--- src/rtl/multicycle_chunk_adder.sv ---
// Multi-cycle adder/subtractor: CHUNK bits per clock through a ripple chain of
// full-adder cells, LSB chunk first, registered carry between chunks.

module mca_fa_cell (
    input  logic i_a,
    input  logic i_b,
    input  logic i_ci,
    output logic o_s,
    output logic o_co
);
    assign o_s  = i_a ^ i_b ^ i_ci;
    assign o_co = (i_a & i_b) | (i_ci & (i_a ^ i_b));
endmodule

module multicycle_chunk_adder #(
    parameter int WIDTH = 16,
    parameter int CHUNK = 4
) (
    input  logic             clk,
    input  logic             reset,
    input  logic             in_valid_i,
    output logic             in_ready_o,
    input  logic [WIDTH-1:0] a_i,
    input  logic [WIDTH-1:0] b_i,
    input  logic             c_i,
    input  logic             sub_i,
    output logic             out_valid_o,
    input  logic             out_ready_i,
    output logic [WIDTH-1:0] sum_o,
    output logic             carry_o,
    output logic             ovf_o,
    output logic             busy_o
);
    localparam int NCH = WIDTH / CHUNK;
    localparam int IW  = (NCH > 1) ? $clog2(NCH) : 1;
    localparam logic [IW-1:0] LAST_IDX = IW'(NCH - 1);

    typedef enum logic [1:0] {S_IDLE, S_ADD, S_DONE} state_t;

    state_t           r_state, w_state_nxt;
    logic [IW-1:0]    r_idx;
    logic [WIDTH-1:0] r_a, r_b, r_work, r_sum;
    logic             r_cy, r_carry, r_ovf;

    logic             w_accept, w_last;
    logic [CHUNK-1:0] w_ca, w_cb, w_cs;
    logic [CHUNK:0]   w_c;
    logic [WIDTH-1:0] w_work_nxt;

    assign w_accept = in_valid_i && (r_state == S_IDLE);
    assign w_last   = (r_idx == LAST_IDX);

    assign w_ca   = r_a[int'(r_idx) * CHUNK +: CHUNK];
    assign w_cb   = r_b[int'(r_idx) * CHUNK +: CHUNK];
    assign w_c[0] = r_cy;

    for (genvar g = 0; g < CHUNK; g++) begin : g_fa
        mca_fa_cell u_fa (
            .i_a  (w_ca[g]),
            .i_b  (w_cb[g]),
            .i_ci (w_c[g]),
            .o_s  (w_cs[g]),
            .o_co (w_c[g+1])
        );
    end

    // Full working word with the current chunk merged in; committed on the last chunk.
    always_comb begin
        w_work_nxt = r_work;
        w_work_nxt[int'(r_idx) * CHUNK +: CHUNK] = w_cs;
    end

    always_ff @(posedge clk) begin
        if (reset) r_state <= S_IDLE;
        else       r_state <= w_state_nxt;
    end

    always_comb begin
        w_state_nxt = r_state;
        case (r_state)
            S_IDLE:  if (in_valid_i) w_state_nxt = S_ADD;
            S_ADD:   if (w_last) w_state_nxt = S_DONE;
            S_DONE:  if (out_ready_i) w_state_nxt = S_IDLE;
            default: w_state_nxt = S_IDLE;
        endcase
    end

    always_ff @(posedge clk) begin
        if (reset) begin
            r_idx   <= '0;
            r_a     <= '0;
            r_b     <= '0;
            r_cy    <= 1'b0;
            r_work  <= '0;
            r_sum   <= '0;
            r_carry <= 1'b0;
            r_ovf   <= 1'b0;
        end else if (w_accept) begin
            // Subtract as A + ~B + 1: invert B once here, seed the carry with 1.
            r_a   <= a_i;
            r_b   <= sub_i ? ~b_i : b_i;
            r_cy  <= sub_i ? 1'b1 : c_i;
            r_idx <= '0;
        end else if (r_state == S_ADD) begin
            r_work <= w_work_nxt;
            r_cy   <= w_c[CHUNK];
            if (w_last) begin
                r_sum   <= w_work_nxt;
                r_carry <= w_c[CHUNK];
                r_ovf   <= w_c[CHUNK] ^ w_c[CHUNK-1];
            end else begin
                r_idx <= r_idx + 1'b1;
            end
        end
    end

    assign in_ready_o  = (r_state == S_IDLE);
    assign busy_o      = (r_state != S_IDLE);
    assign out_valid_o = (r_state == S_DONE);
    assign sum_o       = r_sum;
    assign carry_o     = r_carry;
    assign ovf_o       = r_ovf;
endmodule
--- config.mk ---
export PLATFORM = sky130hd
export DESIGN_NAME = multicycle_chunk_adder
export DESIGN_NICKNAME = d
export VERILOG_FILES = /design/src/rtl/multicycle_chunk_adder.sv
export SDC_FILE = /design/constraint.sdc
export NUM_CORES = 1
export LEC_CHECK = 0
export BUFFER_PORTS_ARGS = -buffer_cell sky130_fd_sc_hd__buf_2
export CAP_MARGIN = 20
export CORE_MARGIN = 2
export CORE_UTILIZATION = 50
export DETAILED_ROUTE_END_ITERATION = 10
export HOLD_SLACK_MARGIN = 0.06
export MAX_ROUTING_LAYER = met4
export PLACE_DENSITY = 0.75
export SYNTH_ARGS = -nofsm -noshare
export SYNTH_HDL_FRONTEND = slang
export SYNTH_SLANG_ARGS = --single-unit
--- constraint.sdc ---
create_clock -name clk -period 3.3 [get_ports clk]
set_input_delay 0.165 -clock clk [delete_from_list [all_inputs] [get_ports clk]]
set_output_delay 0.165 -clock clk [all_outputs]
set_load 0.005 [all_outputs]
==> results of run 1 <==
kinds of logic after synthesis:
kind of cell             Yosys count
AO/OA/AOI/OAI                     68
XOR/XNOR                          18
adder cells (fa/ha/maj)           10
buffers and inverters             46
flip-flops                        71
multiplexers                      10
AND/OR/NAND/NOR                  131
Yosys cell counts (all sizes together) (3+ instances only):
cell    number
a221oi      16
nor2        48
a32oi       12
nand3b       5
and3b        3
dfxtp       71
nor3        19
xnor2       18
nor2b        4
ha           6
nand2       40
inv         17
fa           4
a211oi      17
buf         19
a21oi       23
clkbuf      10
nand4        4
mux4         8
per-stage QoR:
stage | std cells | worst slack [ns] | total power, mW | util (%)
5_1_grt | 498 | 0.0172 | 2.02 | 62.5
3_3_place_gp | 469 | 0.171 | 1.20 | 56.7
4_1_cts | 498 | 0.0521 | 1.95 | 62.1
6_report | 498 | 0.151 | 1.94 | 62.5
3_5_place_dp | 469 | 0.0651 | 1.20 | 56.7
2_1_floorplan | 354 | 0.0588 | 1.14 | -
layout make-up:
class	instances	share of cell area, %
flip-flops and latches	71	35.5
repair buffers	80	12.3
clock buffers	12	4.12
well taps	77	2.40
clock inverters	4	1.31
inverters	17	1.59
multi-input cells	237	42.8
per-layer routing:
metal	vias up	global-route usage, %	routed length, µm
met5	-	-	0
met4	0	12.8	246
met3	21	4.04	390
met2	92	36.0	3620
met1	1279	24.7	3080
li1	1366	-	-
final timing paths:
| kind | from | to | cells past startpoint |
|---|---|---|---|
| max | r_idx[0]$_SDFFE_PP0P_ | sum_o[15]$_SDFFE_PP0P_ | 13 |
| min | out_ready_i | r_state[1]$_SDFFE_PP0P_ | 3 |
| max reg2reg | r_idx[0]$_SDFFE_PP0P_ | sum_o[15]$_SDFFE_PP0P_ | 13 |
| min reg2reg | r_a[14]$_SDFFE_PP0P_ | r_a[14]$_SDFFE_PP0P_ | 2 |
repair_timing:
action | in CTS | in global routing
buffers inserted | 0 | 0
hold buffers | 13 | 0
hold endpoints to repair | 13 | 0
gates resized for setup | 0 | 5
endpoints found under the setup margin | 0 | 5
power groups by stage:
stage | sequential, mW | clock, mW | combinational (mW)
floorplan | 0.928 | 0 | 0.210
global placement | 0.939 | 0 | 0.256
detailed placement | 0.940 | 0 | 0.264
CTS | 0.920 | 0.754 | 0.277
global route | 0.923 | 0.786 | 0.307
finish | 0.920 | 0.744 | 0.277
registers in the layout, indices dropped and copies added, names as in the netlist:
signal and flops:
r_state 2, r_work 16, r_a 16, r_b 16, r_idx 2, carry_o 1, ovf_o 1, r_cy 1
sum_o 16
worst max-delay path: stages (launching register included):
cell	delay (ns)
dfxtp_4	0.38
mux4_2	0.49
inv_1	0.08
fa_1	0.16
inv_1	0.05
fa_1	0.36
inv_1	0.08
fa_1	0.20
inv_1	0.06
fa_1	0.47
nor2b_1	0.15
buf_4	0.16
a221oi_1	0.28
nor3_1	0.09
==> impl_metrics.ini, run 1 <==
[sta]
period_needed_ns = 3.15
setup_viol = 0
tightest_slew_ns = 0.985
skew_ns = 0.00666
hold_violations = 0
fmax_mhz = 318
holdWs_ns = 0.0658
max_slew_margin_pct = 34.4
tns_ns = 0
min_period_over_period_pct = 95.4
slew_viol_final = 0
rsz0062_at_grt = no

[power]
vdd_drop_max_mv = 0.296
p_leak_nw = 1.64
seqPwrFrac_pct = 47.4
pwr-share-clk_pct = 38.3
comb_power_share_pct = 14.3
internal_power_mw = 1.43
switchingPower_mw = 0.511
p_per_area_mw_per_mm2 = 484
switching_share_pct = 26.3

[routing]
drtPass1Iterations = 4
vias_per_cell = 5.54
wl_per_cell_um = 14.7
drcViolationCount = 0
routed_wl_mm = 7.34
ant_nets = 0
first_iter_violations = 142
vias = 2758

[outcome]
outcome = completed

[floorplan]
rows = 29
fp.dieArea_mm2 = 0.00741
chipHeight_um = 86.1
die_x_um = 86.1
ios = 59
fp.coreArea_mm2 = 0.00642
start_util_pct = 52.5

[cells_and_area]
layout_common_cells = 70 x dfxtp_1, 58 x buf_2, 48 x nor2_1
final_common_cell = dfxtp_1
drive_gt1_share_pct = 26.8
final-seq-area_mm2 = 0.00143
n_antenna_cell = 0
stdcell_area_mm2 = 0.00401
fillerInstances = 540
syn2layout_area_growth_pct = 19.0
multi_input_area_mm2 = 0.00172
nets = 464

[hold_path]
min_path_type = in -> reg

[clock_tree]
cts_max_level = 3
cts.sinks = 71
clkTransAtPathRegs_ns = 0.08
cts_tree = built
cts_root_buffer = clkbuf_8
cts_buffers = 9
clk_latency_ns = 0.36
cts_buffer_depth = 2

[global_routing]
grt_max_degree = 52
grt_pass1_vias = 2686
antenna_found_initial = 0
track_usage_pct = 21.9
grt_pass1_wl_mm = 12.2
overflow = 0

[critical_path]
crit_arrival_ns = 3.35
critPathMaxFanout = 6
end_kind = flop
crit_required_ns = 3.50
path_class = reg -> reg
reg2reg_slack_ns = 0.15
worst_setup_path_start_kind = flop

[placement]
placed_area_mm2 = 0.00364
dp_hpwl_mm = 4.96
place_congestion = 0.835
portBuffers = 58

[synthesis]
async_reset_ff_share_pct = 0
synth_simple_gate_area_share_pct = 18.6
synth_top_area_share_pct = 42.2
synth_mux_area_share_pct = 5.94
ys_warn_count = 0
synthTopCellsByArea = dfxtp_1 42%, a211oi_2 5.6%, mux4_2 5.3%
syn_area_per_cell_um2 = 9.52
synth_cell_types = 32
synth_area_mm2 = 0.00337
synth_seq_cells = 71
synthAdderAreaFrac_pct = 4.60
ys_seq_area_share_pct = 42.2
synth_top_area_cell = dfxtp_1
synthFlopType = dfxtp_1
syn-instance-count = 354
synth_fp_nets = 402
synth_enable_flop_cells = 0
synth_xor_area_share_pct = 4.68
synth_top_family_by_area = simple AND/OR/NAND/NOR gates
synth_compound_area_share_pct = 16.7

[job]
max_cap_violations = 0
Note: power is estimated with default switching activity, not from simulation.
==> run 2: changes to the inputs <==
--- a/config.mk
+++ b/config.mk
@@ -8,11 +8,11 @@
 export BUFFER_PORTS_ARGS = -buffer_cell sky130_fd_sc_hd__buf_2
 export CAP_MARGIN = 20
 export CORE_MARGIN = 2
-export CORE_UTILIZATION = 50
+export CORE_UTILIZATION = 55
 export DETAILED_ROUTE_END_ITERATION = 10
 export HOLD_SLACK_MARGIN = 0.06
 export MAX_ROUTING_LAYER = met4
-export PLACE_DENSITY = 0.75
+export PLACE_DENSITY_LB_ADDON = 0.25
 export SYNTH_ARGS = -nofsm -noshare
 export SYNTH_HDL_FRONTEND = slang
 export SYNTH_SLANG_ARGS = --single-unit
==> constraint.sdc (replaced) <==
create_clock -name clk -period 3.5 [get_ports clk]
set_input_delay 0.175 -clock clk [delete_from_list [all_inputs] [get_ports clk]]
set_output_delay 0.175 -clock clk [all_outputs]
set_load 0.005 [all_outputs]
==> run 2 against run 1 <==
  * Setup slack gained 0.18 ns
  * Wire length shrank 0.97%
  * Sequential power shrank 5.7%
==> impl_metrics.ini, run 2 (synthesized netlist as in run 1, its figures left out) <==
[routing]
drtPass1Iterations = 4
wl_per_cell_um = 14.9
ant_nets = 0
vias_per_cell = 5.48
first_iter_violations = 161
routed_wl_mm = 7.27
drcViolationCount = 0
vias = 2681

[critical_path]
crit_chain = mux4_2 > inv_1 > fa_1 > inv_1 > fa_1 > inv_1 > fa_1 > inv_1 > fa_1 > nor2b_2 > a221oi_1 > nor3_1
crit_required_ns = 3.77
crit_arrival_ns = 3.43
worst_setup_path_start_kind = flop
path_class = reg -> reg
critPathMaxFanout = 6
max_stage_delay_ns = 0.52
end_kind = flop
crit_slowest_cell = mux4_2

[floorplan]
ios = 59
rows = 28
die_x_um = 82.3
fp.dieArea_mm2 = 0.00677
start_util_pct = 56.9
fp.coreArea_mm2 = 0.00592
chipHeight_um = 82.3

[clock_tree]
clk_latency_ns = 0.35
clkTransAtPathRegs_ns = 0.08
cts.sinks = 71
cts_tree = built
cts_root_buffer = clkbuf_8
cts_buffer_depth = 2
cts_buffers = 9
cts_max_level = 3

[cells_and_area]
final_common_cell = dfxtp_1
syn2layout_area_growth_pct = 16.2
nets = 457
stdcell_count = 489
n_antenna_cell = 0
drive_gt1_share_pct = 26.3
post-route-util_pct = 66.1
layout_common_cells = 71 x dfxtp_1, 58 x buf_2, 48 x nor2_1

[placement]
place_congestion = 0.889
portBuffers = 58
dp_hpwl_mm = 4.93
dpl.cell_count = 464

[global_routing]
antenna_found_initial = 0
overflow = 0
grt_max_degree = 52
grt_pass1_vias = 2577
grt_pass1_wl_mm = 12.0
track_usage_pct = 24.4

[sta]
rsz0062_at_grt = no
slew_viol_final = 0
period_needed_ns = 3.17
tightest_slew_ns = 0.941
hold_violations = 0
skew_ns = 0.00893
tns_ns = 0
max_slew_margin_pct = 37.3
min_period_over_period_pct = 90.5
fmax_mhz = 316
setup_viol = 0

[power]
vdd_drop_max_mv = 0.357
total_power_mw = 1.79
p_per_area_mw_per_mm2 = 459
p_leak_nw = 1.60

[outcome]
outcome = completed

[hold_path]
min_path_type = in -> reg

[job]
max_cap_violations = 0
run 2: changes by cell type in the layout (fill, tap and decap cells not counted), moves of 2 or more:
cell / previous run / this run
a221oi_1: 14 / 16
a221oi_2: 2 / 0
buf_4: 8 / 6
clkinv_2: 0 / 2
clkinvlp_4: 3 / 1
dlygate4sd3_1: 13 / 8
run 2: cell type report:
type	count	area, µm²
Inverter	17	63.8
Clock inverter	5	56.3
Timing Repair Buffer	73	420
Tap cell	75	93.8
Sequential cell	71	1420
Clock buffer	11	151
Fill cell	514	2010
Multi-Input combinational cell	237	1710
run 2: path summary, 6_finish.rpt:
kind,start,endpoint,slack (ns),depth (start not counted)
worst max-delay path,r_idx[0]$_SDFFE_PP0P_,sum_o[11]$_SDFFE_PP0P_,0.33,12
worst min-delay path,a_i[6],r_a[6]$_SDFFE_PP0P_,0.07,3
worst max register to register,r_idx[0]$_SDFFE_PP0P_,sum_o[11]$_SDFFE_PP0P_,0.33,12
worst min register to register,carry_o$_SDFFE_PP0P_,carry_o$_SDFFE_PP0P_,0.46,2
run 2: worst max-delay path, delay by kind of cell (launching register included):
kind | cells | cell delay, ns
adder cells (fa/ha/maj) | 4 | 1.24
multiplexers | 1 | 0.52
AND/OR/NAND/NOR | 2 | 0.51
flip-flops | 1 | 0.42
buffers and inverters | 4 | 0.28
AO/OA/AOI/OAI | 1 | 0.13
run 2: repair_timing:
item,CTS,global route
resized for setup,0,1
hold endpoints to repair,8,0
setup buffers,0,0
endpoints found under the setup margin,0,3
hold buffers,8,0
run 2: per-layer routing:
| metal | routed length (µm) | track usage (%) | share of wire (%) | vias to the layer above |
|---|---|---|---|---|
| met1 | 3060 | 26.7 | 42 | 1258 |
| met4 | 85 | 7.83 | 1.2 | 0 |
| met3 | 297 | 6.52 | 4.1 | 7 |
| met2 | 3830 | 42.8 | 53 | 67 |
| met5 | 0 | - | 0 | - |
| li1 | - | - | - | 1349 |
run 2: through the flow:
step,setup slack (ns),hold WS (ns),cell area (µm²)
finish,0.334,0.0675,3910
global route,0.125,0.0661,3910
CTS,0.167,0.0603,3910
detailed placement,0.175,0.422,3620
global placement,0.287,0.417,3620
floorplan,0.259,0.311,3370
run 2: power by group:
group          switching (mW)  leakage [nW]  internal (mW)
registers              0.0248         0.579          0.843
clock network           0.307         0.105          0.367
logic                   0.141         0.914          0.112
